$ cat src/rtl/jogador_automatico.sv
// Automatic memory-game player: records the LED sequence shown by the game,
// then replays it on the buttons with fixed press/release timing.
module jogador_automatico #(
  parameter int MAX_JOGADAS = 16,
  parameter int T_SILENCIO  = 8,
  parameter int T_PRESS     = 4,
  parameter int T_GAP       = 4,
  localparam int CW         = $clog2(MAX_JOGADAS) + 1
) (
  input  logic          clock,
  input  logic          reset,
  input  logic          habilitar,
  input  logic [3:0]    leds,
  input  logic          errar_en,
  input  logic [CW-1:0] errar_idx,
  output logic [3:0]    botoes,
  output logic          ocupado,
  output logic          fim_jogada,
  output logic          erro_leds,
  output logic          estouro,
  output logic [2:0]    db_estado,
  output logic [CW-1:0] db_contagem
);
  localparam int AW = (MAX_JOGADAS > 1) ? $clog2(MAX_JOGADAS) : 1;
  localparam int SW = $clog2(T_SILENCIO + 1);
  localparam int TW = $clog2(T_PRESS + T_GAP + 1);
  localparam logic [CW-1:0] CNT_MAX = CW'(MAX_JOGADAS);
  localparam logic [SW-1:0] SIL_MAX = SW'(T_SILENCIO);
  localparam logic [TW-1:0] PRESS_M1 = TW'(T_PRESS - 1);
  localparam logic [TW-1:0] GAP_M1   = TW'(T_GAP - 1);

  typedef enum logic [2:0] {
    INICIAL   = 3'd0,
    CAPTURA   = 3'd1,
    PRESSIONA = 3'd2,
    SOLTA     = 3'd3,
    FIM       = 3'd4
  } estado_t;

  estado_t       estado, estado_n;
  logic [3:0]    mem [MAX_JOGADAS];
  logic [3:0]    leds_prev;
  logic [CW-1:0] count, idx, idx_n;
  logic [SW-1:0] sil;
  logic [TW-1:0] tmr;
  logic [3:0]    botoes_n, entrada;
  logic          onehot, cap_ev, cap_ok;

  assign onehot = (leds != 4'd0) && ((leds & (leds - 4'd1)) == 4'd0);
  assign cap_ev = (estado == CAPTURA) && onehot && (leds_prev == 4'd0);
  assign cap_ok = cap_ev && (count != CNT_MAX);

  assign ocupado     = (estado == PRESSIONA) || (estado == SOLTA);
  assign fim_jogada  = (estado == FIM);
  assign db_estado   = estado;
  assign db_contagem = count;

  always_comb begin
    estado_n = estado;
    idx_n    = idx;
    botoes_n = 4'd0;
    entrada  = 4'd0;
    if (!habilitar) begin
      estado_n = INICIAL;
    end else begin
      case (estado)
        INICIAL:   estado_n = CAPTURA;
        CAPTURA:   if (sil == SIL_MAX) begin
                     estado_n = PRESSIONA;
                     idx_n    = '0;
                   end
        PRESSIONA: if (tmr == PRESS_M1) estado_n = SOLTA;
        SOLTA:     if (tmr == GAP_M1) begin
                     if ((idx + CW'(1)) < count) begin
                       estado_n = PRESSIONA;
                       idx_n    = idx + CW'(1);
                     end else begin
                       estado_n = FIM;
                     end
                   end
        FIM:       estado_n = CAPTURA;
        default:   estado_n = INICIAL;
      endcase
    end
    // botoes is registered, so it is loaded with the value of the state being entered
    if (estado_n == PRESSIONA) begin
      entrada  = mem[idx_n[AW-1:0]];
      botoes_n = (errar_en && (idx_n == errar_idx)) ? {entrada[2:0], entrada[3]} : entrada;
    end
  end

  always_ff @(posedge clock or negedge reset) begin
    if (!reset) begin
      estado    <= INICIAL;
      idx       <= '0;
      botoes    <= 4'd0;
      leds_prev <= 4'd0;
      tmr       <= '0;
      count     <= '0;
      sil       <= '0;
      erro_leds <= 1'b0;
      estouro   <= 1'b0;
    end else begin
      estado    <= estado_n;
      idx       <= idx_n;
      botoes    <= botoes_n;
      leds_prev <= leds;
      tmr <= (ocupado && (estado_n == estado)) ? tmr + TW'(1) : '0;
      case (estado)
        INICIAL, FIM: begin
          count <= '0;
          sil   <= '0;
        end
        CAPTURA: begin
          if (cap_ev) begin
            if (count == CNT_MAX) estouro <= 1'b1;
            else                  count   <= count + CW'(1);
          end
          if ((leds != 4'd0) && !onehot) erro_leds <= 1'b1;
          // silence only counts once something has been captured
          if (leds != 4'd0)                          sil <= '0;
          else if ((count != '0) && (sil != SIL_MAX)) sil <= sil + SW'(1);
        end
        default: ;
      endcase
    end
  end

  always_ff @(posedge clock) begin
    if (cap_ok) mem[count[AW-1:0]] <= leds;
  end
endmodule

$ cat config.mk
export PLATFORM = sky130hd
export DESIGN_NAME = jogador_automatico
export DESIGN_NICKNAME = d
export VERILOG_FILES = /design/src/rtl/jogador_automatico.sv
export SDC_FILE = /design/constraint.sdc
export NUM_CORES = 1
export LEC_CHECK = 0
export BUFFER_PORTS_ARGS = -buffer_cell sky130_fd_sc_hd__buf_4
export CAP_MARGIN = 20
export CORE_MARGIN = 8
export CORE_UTILIZATION = 48
export CTS_BUF_LIST = sky130_fd_sc_hd__clkbuf_16
export DETAILED_ROUTE_END_ITERATION = 10
export PLACE_DENSITY = 0.66
export SLEW_MARGIN = 20
export SYNTH_ARGS = -nofsm -noshare
export SYNTH_HDL_FRONTEND = slang
export SYNTH_SLANG_ARGS = --single-unit
$ cat constraint.sdc
create_clock -name clock -period 3.6 [get_ports clock]
set_input_delay 0.54 -clock clock [delete_from_list [all_inputs] [get_ports clock]]
set_output_delay 0.54 -clock clock [all_outputs]
set_load 0.005 [all_outputs]
==> qor.txt <==
status -> finished clean
IO Pins -> 29
largest net degree at the start of global routing -> 32
wire per inst -> 19.59 microns
H-tree Lvls -> 3
Leak Pwr -> 0.002078 uW
layout cells sized above 1 -> 19.76%
GRT Total Usage -> 16.56%
Post-Place Setup Slack -> 0.1149 ns
commonest cells after routing, fill and taps aside -> edfxtp_1, buf_4, nand2_1
clock latency on the worst-skew pair -> 0.33 ns
fin. max-slew vios -> 0
Die Width -> 112.3 microns
DR pass1 iterations -> 5
DR vias -> 3091
Starting DRT DRC Count -> 185
MaxCap Viol Count -> 0
syn nets -> 386
antenna violations before repair -> 0
worst-case clock buffer depth -> 2
Synth Area in Compound Gates -> 15.02%
die height -> 112.3 microns
Area after DPL -> 4892 sq um
DRC Markers -> 0
Total Wirelength -> 10.30 mm
clk slew on worst S/H paths -> 0.07 ns
antenna fix cells -> 0
post-synthesis register bit count -> 95
required time of the critical path -> 3.88 ns
Critical Path End Type -> flop
Post-synth EDFFs -> 64
most common cell after layout, fill and taps aside -> edfxtp_1
worst slew pin tran -> 0.8040 ns
PnR worst setup slack -> 0.1293 ns
warnings from Yosys -> 0
final setup violation count -> 0
CTS Hold Bufs -> 0
grt total ovfl -> 0
fillers -> 742
Slew HR -> 45.99%
area of the mapped netlist -> 4449 sq um
skew final -> 0.007398 ns
multiplexer area fraction after synthesis -> 0.4781%
fraction of registers with async set/reset -> 32.63%
Period minus WS final -> 3.471 ns
global-route wire length before repair -> 16.32 mm
# rows -> 35
fin util -> 57.50%
Synth Area in Simple Gates -> 15.64%
vias in the first global route -> 3152
crit-path max FO -> 10
GP Congestion -> 0.9146
Hold WC Path Type -> in2async
CTS root buf -> clkbuf_16
Worst EP arrival -> 3.75 ns
main combinational cell family by area after synthesis -> simple AND/OR/NAND/NOR gates
PortBufs -> 28
Worst setup SP type -> flop
part of the cycle the worst path needs -> 96.41%
Max Clock Freq -> 0.2881 GHz
Fin. Hold Viols -> 0
number of library cell types mapped by synthesis -> 58
ys flop type -> edfxtp_1
DRT antenna net count -> 0
Post-Syn Instances -> 361
largest vdd supply drop -> 193.3 uV
layout overhead on the synthesized area -> 17.72%
Sinks on Clock Net -> 95
CTS tree -> yes
final instance area -> 5238 sq um
number of vias per cell -> 5.876
Initial Util -> 48.85%
Seq/Total Area, Yosys -> 60.63%
worst setup path class -> reg2reg
final HPWL from detailed placement -> 7.254 mm
Cell Pwr Density -> 418.4 nW/um^2
CTS buffer count -> 9
fraction of the mapped netlist area in adder cells -> 3.375%
post-synthesis xor/xnor area fraction -> 2.559%
Core Box Area -> 9109 sq um
Avg Cell Area, Syn -> 12.32 sq um
die area -> 12610 sq um
nets -> 435
[through the flow]
step           std cells  TNS (ns)  hold WS (ns)  total power (uW)
2_1_floorplan        361         0        0.2444              1214
3_3_place_gp         508         0        0.4491              1250
3_5_place_dp         508         0        0.4644              1252
4_1_cts              524         0        0.1477              2207
5_1_grt              526  -0.06437        0.1584              2258
6_report             526         0        0.1307              2192
[final timing paths]
path | start | to | slack, ns | depth (start not counted)
worst min register to register | tmr[0]$_DFF_PN0_ | tmr[0]$_DFF_PN0_ | 0.47 | 1
max in group asynchronous | reset | sil[1]$_DFFE_PN0P_ | 3.15 | 1
worst max register to register | idx[1]$_DFF_PN0_ | botoes[0]$_DFF_PN0_ | 0.13 | 14
worst max-delay path | idx[1]$_DFF_PN0_ | botoes[0]$_DFF_PN0_ | 0.13 | 14
worst min-delay path | reset | botoes[2]$_DFF_PN0_ | 0.13 | 1
min in group clock | leds[3] | leds_prev[3]$_DFF_PN0_ | 0.46 | 1
[logic make-up (layout without fill, tap and decap cells)]
family / Yosys count / after routing
AOI/OAI and AO/OA: 84 / 84
muxes: 2 / 2
DFF: 95 / 95
and+or+nand+nor: 132 / 132
xor gates and xnor gates: 13 / 13
buffers and inverters: 23 / 77
adders and majority gates: 12 / 12
[final cells by class]
type                            count  area, sq um  area share [%]
Inverter                           13        48.80          0.9317
Sequential cell                    95         2698           51.51
Clock buffer                       10        250.2           4.778
Timing Repair Buffer               48        376.6           7.191
Multi-Input combinational cell    243         1668           31.84
Tap cell                          111        138.9           2.652
Clock inverter                      6        57.56           1.099
[worst max-delay path: stages (launching register included)]
cell,delay [ns]
dfrtp_1,0.39
ha_1,0.21
nor2b_1,0.15
or2_2,0.28
ha_1,0.30
a21oi_1,0.13
o21ai_1,0.10
buf_4,0.15
a2111oi_4,0.43
inv_2,0.21
a21boi_0,0.31
a211oi_2,0.10
a311o_1,0.33
nand4_1,0.17
a22o_1,0.16
[cells in the mapped netlist, types with 2 or more instances]
library cell	number	area share, %
a311o_1	9	2.0
or2_2	4	0.56
nand2_1	44	3.7
nand3_1	11	1.2
buf_4	2	0.34
nor2_1	20	1.7
o211ai_1	2	0.34
o31ai_1	2	0.34
and3_1	12	1.7
ha_1	12	3.4
nand4_1	7	0.98
xnor2_1	10	2.0
and2_1	7	0.98
nor2b_1	9	1.3
o21bai_1	2	0.34
o21ai_0	3	0.34
a21o_1	3	0.51
dfrtp_1	31	17
a221oi_1	7	1.4
xor2_1	3	0.59
a21boi_0	9	1.5
edfxtp_1	64	43
a211o_1	2	0.39
o2bb2ai_1	2	0.39
nor3_1	6	0.67
inv_1	12	1.0
a22o_1	2	0.39
a21oi_1	17	1.9
nor3b_1	2	0.34
a211oi_1	11	1.9
buf_2	7	0.79
[where the power goes]
group	internal [uW]	total (uW)	switching, uW
registers	1170	1170	3.05
clock network	577	964	387
logic	19.1	54.1	35.0
total	1770	2190	425
[state kept, by name, indices dropped and copies added, names as in the netlist]
register / cells
mem: 64
db_contagem: 5
idx: 5
botoes: 4
leds_prev: 4
sil: 4
tmr: 4
db_estado: 3
erro_leds: 1
estouro: 1
[what timing repair did]
item	in CTS	in global routing
setup endpoints to repair	0	4
setup buffers	0	1
resized for setup	0	9
[routing by layer]
| layer | GRT usage (%) | share of wire, % |
|---|---|---|
| met5 | 0 | 0 |
| met4 | 5.935 | 1.8 |
| met3 | 2.576 | 3.6 |
| met2 | 26.62 | 48 |
| met1 | 22.24 | 47 |
Power figures use the tool's default switching activity.
